[config.mk]
export PLATFORM = sky130hd
export DESIGN_NAME = hazard_ctrl_md
export DESIGN_NICKNAME = d
export VERILOG_FILES = /design/src/rtl/hazard_pkg.sv /design/src/rtl/hazard_ctrl_md_busy_tracker.sv /design/src/rtl/hazard_ctrl_md.sv
export SDC_FILE = /design/constraint.sdc
export NUM_CORES = 1
export LEC_CHECK = 0
export ABC_AREA = 1
export BUFFER_PORTS_ARGS = -buffer_cell sky130_fd_sc_hd__buf_4
export CAP_MARGIN = 0
export CORE_MARGIN = 5
export CORE_UTILIZATION = 40
export CTS_CLUSTER_DIAMETER = 200
export DETAILED_ROUTE_END_ITERATION = 12
export PLACE_DENSITY = 0.68
export SETUP_SLACK_MARGIN = 0.2
export SYNTH_ARGS = -nofsm -noshare
export SYNTH_HDL_FRONTEND = slang
export SYNTH_SLANG_ARGS = --single-unit
[constraint.sdc]
create_clock -name clk -period 1.5 [get_ports clk]
set_input_delay 0.225 -clock clk [delete_from_list [all_inputs] [get_ports clk]]
set_output_delay 0.225 -clock clk [all_outputs]
set_load 0.01 [all_outputs]
[src/rtl/hazard_pkg.sv]
// Shared encodings for the hazard/forwarding controller and its MD busy tracker.
package hazard_pkg;

  localparam logic [1:0] FWD_GRF   = 2'b00;
  localparam logic [1:0] FWD_E_PC8 = 2'b01;
  localparam logic [1:0] FWD_M_ALU = 2'b10;
  localparam logic [1:0] FWD_M_PC8 = 2'b11;

  localparam logic [1:0] E_FWD_NONE  = 2'b00;
  localparam logic [1:0] E_FWD_M_ALU = 2'b01;
  localparam logic [1:0] E_FWD_M_PC8 = 2'b10;
  localparam logic [1:0] E_FWD_W     = 2'b11;

  typedef enum logic {
    MD_IDLE,
    MD_BUSY
  } md_state_t;

endpackage

[src/rtl/hazard_ctrl_md_busy_tracker.sv]
// Multiply/divide busy tracker: holds md_busy high for the op latency after issue.
module md_busy_tracker
  import hazard_pkg::*;
#(
  parameter int unsigned MULT_CYC = 5,
  parameter int unsigned DIV_CYC  = 10
) (
  input  logic clk,
  input  logic reset,
  input  logic md_start,
  input  logic md_is_div,
  output logic md_busy
);

  localparam int unsigned MAX_CYC = (DIV_CYC > MULT_CYC) ? DIV_CYC : MULT_CYC;
  localparam int unsigned CW      = $clog2(MAX_CYC + 1);

  md_state_t     state;
  logic [CW-1:0] md_cnt;

  // md_cnt holds the busy cycles still to go, including the current one.
  always_ff @(posedge clk or posedge reset) begin
    if (reset) begin
      state   <= MD_IDLE;
      md_cnt  <= '0;
      md_busy <= 1'b0;
    end else begin
      case (state)
        MD_IDLE: begin
          if (md_start) begin
            md_cnt  <= md_is_div ? CW'(DIV_CYC) : CW'(MULT_CYC);
            state   <= MD_BUSY;
            md_busy <= 1'b1;
          end
        end
        MD_BUSY: begin
          if (md_cnt == CW'(1)) begin
            md_cnt  <= '0;
            state   <= MD_IDLE;
            md_busy <= 1'b0;
          end else begin
            md_cnt <= md_cnt - 1'b1;
          end
        end
        default: begin
          state   <= MD_IDLE;
          md_busy <= 1'b0;
        end
      endcase
    end
  end

endmodule

[src/rtl/hazard_ctrl_md.sv]
// Tuse/Tnew hazard controller: stall, flush and forwarding selects, MD busy stalls,
// and a saturating stall-cycle counter.
module hazard_ctrl_md
  import hazard_pkg::*;
#(
  parameter int unsigned AW       = 5,
  parameter int unsigned TW       = 2,
  parameter int unsigned MULT_CYC = 5,
  parameter int unsigned DIV_CYC  = 10,
  parameter int unsigned CNT_W    = 32
) (
  input  logic             clk,
  input  logic             reset,
  input  logic [TW-1:0]    rs_tuse,
  input  logic [TW-1:0]    rt_tuse,
  input  logic [TW-1:0]    tnew_e,
  input  logic [TW-1:0]    tnew_m,
  input  logic [TW-1:0]    tnew_w,
  input  logic [AW-1:0]    rs_d,
  input  logic [AW-1:0]    rt_d,
  input  logic [AW-1:0]    a1_e,
  input  logic [AW-1:0]    a2_e,
  input  logic [AW-1:0]    a3_e,
  input  logic [AW-1:0]    a2_m,
  input  logic [AW-1:0]    a3_m,
  input  logic [AW-1:0]    a3_w,
  input  logic             regwrite_e,
  input  logic             regwrite_m,
  input  logic             regwrite_w,
  input  logic             jal_m,
  input  logic             md_start_e,
  input  logic             md_is_div_e,
  input  logic             md_use_d,
  output logic             en_pc,
  output logic             en_fd,
  output logic             flush_de,
  output logic [1:0]       rd1_dsel,
  output logic [1:0]       rd2_dsel,
  output logic [1:0]       srca_sel,
  output logic [1:0]       srcb_sel,
  output logic             dm_wd_sel,
  output logic             md_busy,
  output logic             stall_data,
  output logic             stall_md,
  output logic [CNT_W-1:0] stall_cnt
);

  function automatic logic hit(input logic [AW-1:0] x, input logic [AW-1:0] y,
                               input logic we);
    return (x == y) && (x != '0) && we;
  endfunction

  function automatic logic [1:0] d_fwd(input logic e_hit, input logic m_hit,
                                       input logic e_rdy, input logic m_rdy,
                                       input logic jal);
    if (e_hit && e_rdy)      return FWD_E_PC8;
    else if (m_hit && m_rdy) return jal ? FWD_M_PC8 : FWD_M_ALU;
    else                     return FWD_GRF;
  endfunction

  function automatic logic [1:0] e_fwd(input logic m_hit, input logic w_hit,
                                       input logic m_rdy, input logic w_rdy,
                                       input logic jal);
    if (m_hit && !jal && m_rdy) return E_FWD_M_ALU;
    else if (m_hit && jal)      return E_FWD_M_PC8;
    else if (w_hit && w_rdy)    return E_FWD_W;
    else                        return E_FWD_NONE;
  endfunction

  logic rs_e_hit, rs_m_hit, rt_e_hit, rt_m_hit;
  logic a1_m_hit, a1_w_hit, a2_m_hit, a2_w_hit, dm_w_hit;
  logic e_rdy, m_rdy, w_rdy, stall;

  assign rs_e_hit = hit(rs_d, a3_e, regwrite_e);
  assign rs_m_hit = hit(rs_d, a3_m, regwrite_m);
  assign rt_e_hit = hit(rt_d, a3_e, regwrite_e);
  assign rt_m_hit = hit(rt_d, a3_m, regwrite_m);
  assign a1_m_hit = hit(a1_e, a3_m, regwrite_m);
  assign a1_w_hit = hit(a1_e, a3_w, regwrite_w);
  assign a2_m_hit = hit(a2_e, a3_m, regwrite_m);
  assign a2_w_hit = hit(a2_e, a3_w, regwrite_w);
  assign dm_w_hit = hit(a2_m, a3_w, regwrite_w);

  assign e_rdy = (tnew_e == '0);
  assign m_rdy = (tnew_m == '0);
  assign w_rdy = (tnew_w == '0);

  assign stall_data = (rs_e_hit && (rs_tuse < tnew_e)) || (rs_m_hit && (rs_tuse < tnew_m))
                   || (rt_e_hit && (rt_tuse < tnew_e)) || (rt_m_hit && (rt_tuse < tnew_m));
  assign stall_md   = md_use_d & (md_start_e | md_busy);
  assign stall      = stall_data | stall_md;

  assign en_pc    = ~stall;
  assign en_fd    = ~stall;
  assign flush_de = stall;

  assign rd1_dsel  = d_fwd(rs_e_hit, rs_m_hit, e_rdy, m_rdy, jal_m);
  assign rd2_dsel  = d_fwd(rt_e_hit, rt_m_hit, e_rdy, m_rdy, jal_m);
  assign srca_sel  = e_fwd(a1_m_hit, a1_w_hit, m_rdy, w_rdy, jal_m);
  assign srcb_sel  = e_fwd(a2_m_hit, a2_w_hit, m_rdy, w_rdy, jal_m);
  assign dm_wd_sel = dm_w_hit && w_rdy;

  md_busy_tracker #(
    .MULT_CYC (MULT_CYC),
    .DIV_CYC  (DIV_CYC)
  ) u_md_busy (
    .clk       (clk),
    .reset     (reset),
    .md_start  (md_start_e),
    .md_is_div (md_is_div_e),
    .md_busy   (md_busy)
  );

  always_ff @(posedge clk or posedge reset) begin
    if (reset)
      stall_cnt <= '0;
    else if (stall && (stall_cnt != '1))
      stall_cnt <= stall_cnt + 1'b1;
  end

endmodule

=== Yosys cells after proc, flatten, opt, wreduce, memory -nomap -nowiden ===
Index checks and enable logic that the tools add are counted.

* Register bits: 38
* Input port bits: 59
* Output and inout port bits: 47
* Logic and storage cells: 98

* $add $sub $neg: 2
* $lt $le $gt $ge: 4
* Eq/ne operators: 13
* Muxes and demuxes: 21
* Bitwise gates (word level): 5
* Reduce and logical (&&, ||, !) cells: 49

{| class="wikitable"
|+ Operators by type and width
! cell !! number
|-
| equality test 5 bit || 9
|-
| logical AND 1 bit || 36
|-
| adder 32 x 1 -> 32 bit, second input constant || 1
|-
| != test 32 bit, second input constant || 1
|-
| nonzero test 5 bit || 5
|-
| 2-to-1 mux 2 bit || 10
|-
| 2-to-1 mux 4 bit || 3
|-
| < comparator 2 bit || 4
|-
| one-hot mux 4 bit (2 select lines) || 1
|-
| zero test 2 bit || 3
|-
| 2-to-1 mux 1 bit || 5
|-
| equality test 4 x 1 -> 1 bit, second input constant || 1
|-
| != test 2 bit, second input constant || 2
|-
| one-hot mux 1 bit (2 select lines) || 2
|-
| subtractor 4 x 1 -> 4 bit, second input constant || 1
|-
| logical OR 1 bit || 3
|-
| NOT 1 bit || 2
|-
| OR 1 bit || 2
|-
| AND reduction 2 bit || 1
|-
| AND 1 bit || 1
|-
| zero test 1 bit || 1
|}

=== Depth between registers and ports, before layout ===
* Depth in word-level cells: 9
* Depth in mapped cells: 14
* Gate-level depth less buffers: 13

=== Hierarchy ===
Synthesis repeated with hierarchy kept, for this count alone.

* Cells, all modules: 567
* Area, all modules: 3,594.7 sq um

{| class="wikitable"
|+ Modules (own cells, without submodules)
! module !! instances !! cells an instance !! area each (sq um) !! seq. area each (sq um)
|-
| hazard_ctrl_md || 1 || 527 || 3,269.4 || 800.8
|-
| md_busy_tracker || 1 || 40 || 325.3 || 150.1
|}

=== Worst setup path before layout ===
No wires, ideal clock.

* Path type: reg-to-reg
* Start point: register stall_cnt[1]
* End point: register stall_cnt[2]
* Library setup time: 0.117 ns
* Arrival time: 1.616 ns
* Data required time: 1.383 ns
* Path slack: -0.233 ns
* Stages on the path, launching flop included: 12
* Buffers on the path: 1
* Clock period less this slack: 1.733 ns
* Path through: dfrtp_1 -> ha_1 -> nand3_2 -> inv_2 -> nand2_2 -> inv_2 -> nand3_2 -> nor2_1 -> nand3_2 -> buf_2 -> nand3_1 -> nand2_1

* Longest elaborated chain between the ends: 2
* Elaborated cells between the ends (all ways): 3
* Those cells by class: 1 x add/sub; 1 x eq/ne; 1 x reduce/logical

{| class="wikitable"
|+ RTL lines
! item !! line !! source
|-
| from (decl) || hazard_ctrl_md.sv:45 || <nowiki>output logic [CNT_W-1:0] stall_cnt</nowiki>
|-
| from (signal assigned) || hazard_ctrl_md.sv:118 || <nowiki>stall_cnt <= stall_cnt + 1'b1;</nowiki>
|-
| branches (longest 2 deep; another with adder 32 x 1 -> 32 bit) || - ||
|}

Parallel ways; which one is timed is not known.
A chain may end at the register's enable or synchronous reset.

=== Final worst setup path ===
* Start point: register stall_cnt[0]
* End point: register stall_cnt[5]

The elaborated chain is that of the path after synthesis.

==> impl_summary.log <==
INFO  metric rsz0062_at_grt = yes
INFO  metric worstSetupPathType = flip-flop to flip-flop
INFO  metric nNetsFinal = a little under 900
INFO  metric grt_first_pass_wirelength = 22.72 mm
INFO  metric report.final.slew_viol_count = 0
INFO  metric maxCapViolCount = 0
INFO  metric tritoncts_clock_tree = done
INFO  metric p_leak = 3.529 nW
INFO  metric violations = setup timing
INFO  metric cts_buffers = 5
INFO  metric tightestPinTransition = approximately 0.51 ns
INFO  metric synth_sequential_area_ratio = a little over a quarter
INFO  metric async_set_or_reset_register_ratio_after_synthesis = between 90% and 100%
INFO  metric critical_path.top_delay_family = simple AND/OR/NAND/NOR gates
INFO  metric vias = between 4000 and 5000
INFO  metric vias_per_cell = 5.298
INFO  metric antenna_violating_nets_post_route = 0
INFO  metric cts.htree.levels = 2
INFO  metric run_status = finished, violations left
INFO  metric final-setup-viol-count = 41
INFO  metric ioPinCount = 106
INFO  metric antenna_found_initial = 0
INFO  metric clockBufferDepth = 2
INFO  metric crit_arrival = 1.94 ns
INFO  metric cp-start-kind = flip-flop
INFO  metric global_route.overflow_total = 0
INFO  metric slowest_delay = between 0.4 and 0.5 ns
INFO  metric area_growth_syn_to_layout = 100.0%
INFO  metric cts.sink_count = 38
INFO  metric most_frequent_standard_cell_in_the_layout_excluding_fill_and_tap_cells = buf_4
INFO  metric timing.critical_path.buf_inv = 4
INFO  metric worstSetupEndpointType = flip-flop
INFO  metric core_area = 8636 sq um
INFO  metric timing.critical_path.slowest_stage_cell = dfrtp_2
INFO  metric hp-class = input port to async pin
INFO  metric worst_setup_hold_path_clk_slew = roughly 0.090 ns
INFO  metric ys_seq_elements = 38
INFO  metric place_congestion = 0.9067
INFO  metric largest_net_degree_at_the_start_of_global_routing = 39
INFO  metric portBuffers = between 100 and 150
INFO  metric setup_ws = -0.1960 ns
INFO  metric fp.dieW = 103.6 microns
INFO  metric skew = approximately 0.0052 ns
INFO  metric pwr_density = 690.5 nW/um^2
INFO  metric dominantRegCellSynth = dfrtp_1
INFO  metric yosysWarnings = 0
INFO  metric finalHoldViolCount = 0
INFO  metric first_iter_violations = roughly 290
INFO  metric path_cells = ha_4 > nand3_4 > inv_2 > nand2_2 > inv_2 > nand3_4 > nor2_4 > nand3_4 > nand2_4 > buf_6 > buf_12 > nand2_1 > nand2_1
INFO  metric largest_voltage_drop_on_the_vdd_net = 0.6597 mV
INFO  metric ctsHoldBuffers = 0
INFO  metric wire_per_inst = 17.20 microns
INFO  metric worstSkewPairLatency = ~0.3 ns
INFO  metric timing.slew.headroom = approximately two thirds
INFO  metric utilization = 81.11%
INFO  metric worst-path-max-fanout = 7
INFO  metric min_period_over_period = 113.1%
INFO  metric power.total = 4.836 mW
INFO  metric floorplan.initialDensity = 40.55%
INFO  metric syn_area = 3502 sq um
INFO  metric fin_crit = 1.696 ns
INFO  metric synth_enable_flop_cells = 0
INFO  metric leading_cell_types_in_the_layout_fill_and_taps_excluded = buf_4 (167), nand2_1 (136), buf_6 (56), inv_1 (48), nand2_2 (48)
INFO  metric grt_usage = 25.52%
INFO  metric cts-root-buf = clkbuf_8
INFO  metric antenna_cells_inserted = 0
INFO  metric postLayoutCellArea = 7004 sq um
INFO  metric dpl_cell_area = between 5000 and 6000 sq um
INFO  metric dp_hpwl = 10.19 mm
INFO  metric fin_hold_ws = 0.04278 ns
INFO  metric post_synth_inst_count = about 570
INFO  metric dieHeight = 103.6 microns
INFO  metric synthesis.nets = 633
INFO  metric drive_gt1_share = between 50% and 60%
INFO  metric worst-endpoint-required = 1.74 ns
INFO  metric path_common_cell = nand3_4
INFO  metric max_freq = roughly 590 MHz
INFO  metric finalWirelength = 15.81 mm
INFO  metric placementRows = 34
INFO  metric number_of_library_cell_types_mapped_by_synthesis = 32
INFO  metric drt_pre_antenna_iters = 5
INFO  metric drcViolationCount = 0
INFO  metric grt_pass1_vias = 4572
INFO  metric die_area = approximately 11000 sq um
INFO  metric syn_area_per_cell = 6.177 sq um
cells in the mapped netlist, types with 7 or more instances:
cell,count,area [sq um]
o21ai_0,16,80.08
nand2_1,196,735.7
ha_1,7,87.58
xor2_1,31,271.5
nor2_1,57,214.0
a21oi_1,13,65.06
xnor2_1,11,96.34
dfrtp_1,38,950.9
nor3_1,24,120.1
nand3_1,48,240.2
inv_1,79,296.5
nand4_1,9,56.30
per-layer routing:
| layer | GRT usage (%) | wire, microns | part of all wire [%] | vias up |
|---|---|---|---|---|
| met5 | 0 | 0 | 0 | - |
| met4 | 7.029 | 494 | 3.1 | 0 |
| met3 | 4.913 | 1064 | 6.7 | 47 |
| met2 | 42.40 | 7849 | 50 | 236 |
| met1 | 33.75 | 6399 | 40 | 2304 |
| li1 | - | - | - | 2282 |
flip-flops by register name (all words and copies together) (netlist names):
register,flops
u_md_busy.md_cnt,4
u_md_busy.md_busy,1
u_md_busy.state,1
stall_cnt,32
power by group:
| group | leakage, nW | total, mW | switching, mW | internal [mW] |
|---|---|---|---|---|
| logic | 2.96 | 2.40 | 1.21 | 1.19 |
| clock network | 0.0683 | 1.09 | 0.419 | 0.667 |
| registers | 0.503 | 1.35 | 0.174 | 1.18 |
| total | 3.53 | 4.84 | 1.80 | 3.04 |
worst min-delay path, delay by kind of cell:
| kind | cells | cell delay [ns] |
|---|---|---|
| buf+inv | 3 | 0.58 |
metrics by stage:
step                      TNS (ns)  setup WS [ns]  instances
after floorplan             -3.579        -0.1244        567
after detailed placement    -7.233        -0.3155        874
final                       -5.744        -0.1960        919
after global placement      -6.982        -0.2615        874
after global routing        -8.321        -0.2742        919
after CTS                   -2.631        -0.1087        907
area by class of cell:
cell class	count	area, sq um
repair buffers	246	2330
well taps	108	135.1
clock buffers	5	68.82
clock inverters	3	68.82
multi-input cells	438	3078
inverters	81	366.6
fillers	509	1632
flip-flops and latches	38	957.2
cell families after synthesis:
logic type	synth area share, %
simple gates	43.27
buf+inv	10.72
xor+xnor	10.50
flops	27.15
compound gates	5.859
fa+ha+maj	2.501
worst paths after layout:
check | startpoint | end | slack (ns) | cells past startpoint
setup / recovery | stall_cnt[0]$_DFFE_PP0P_ | stall_cnt[5]$_DFFE_PP0P_ | -0.20 | 13
hold / removal | reset | u_md_busy.state$_DFF_PP0_ | 0.04 | 3
setup reg to reg | stall_cnt[0]$_DFFE_PP0P_ | stall_cnt[5]$_DFFE_PP0P_ | -0.20 | 13
hold reg to reg | stall_cnt[25]$_DFFE_PP0P_ | stall_cnt[25]$_DFFE_PP0P_ | 0.56 | 2
max in group asynchronous | reset | stall_cnt[16]$_DFFE_PP0P_ | 1.06 | 3
min in group clk | md_start_e | u_md_busy.state$_DFF_PP0_ | 0.19 | 3
repair_timing:
action | 4_1_cts | 5_1_grt
cloned | 4 | 1
buffers inserted | 21 | 11
gates resized for setup | 192 | 167
pin swaps | 59 | 68
endpoints found under the setup margin | 48 | 56
Power figures use the tool's default switching activity.
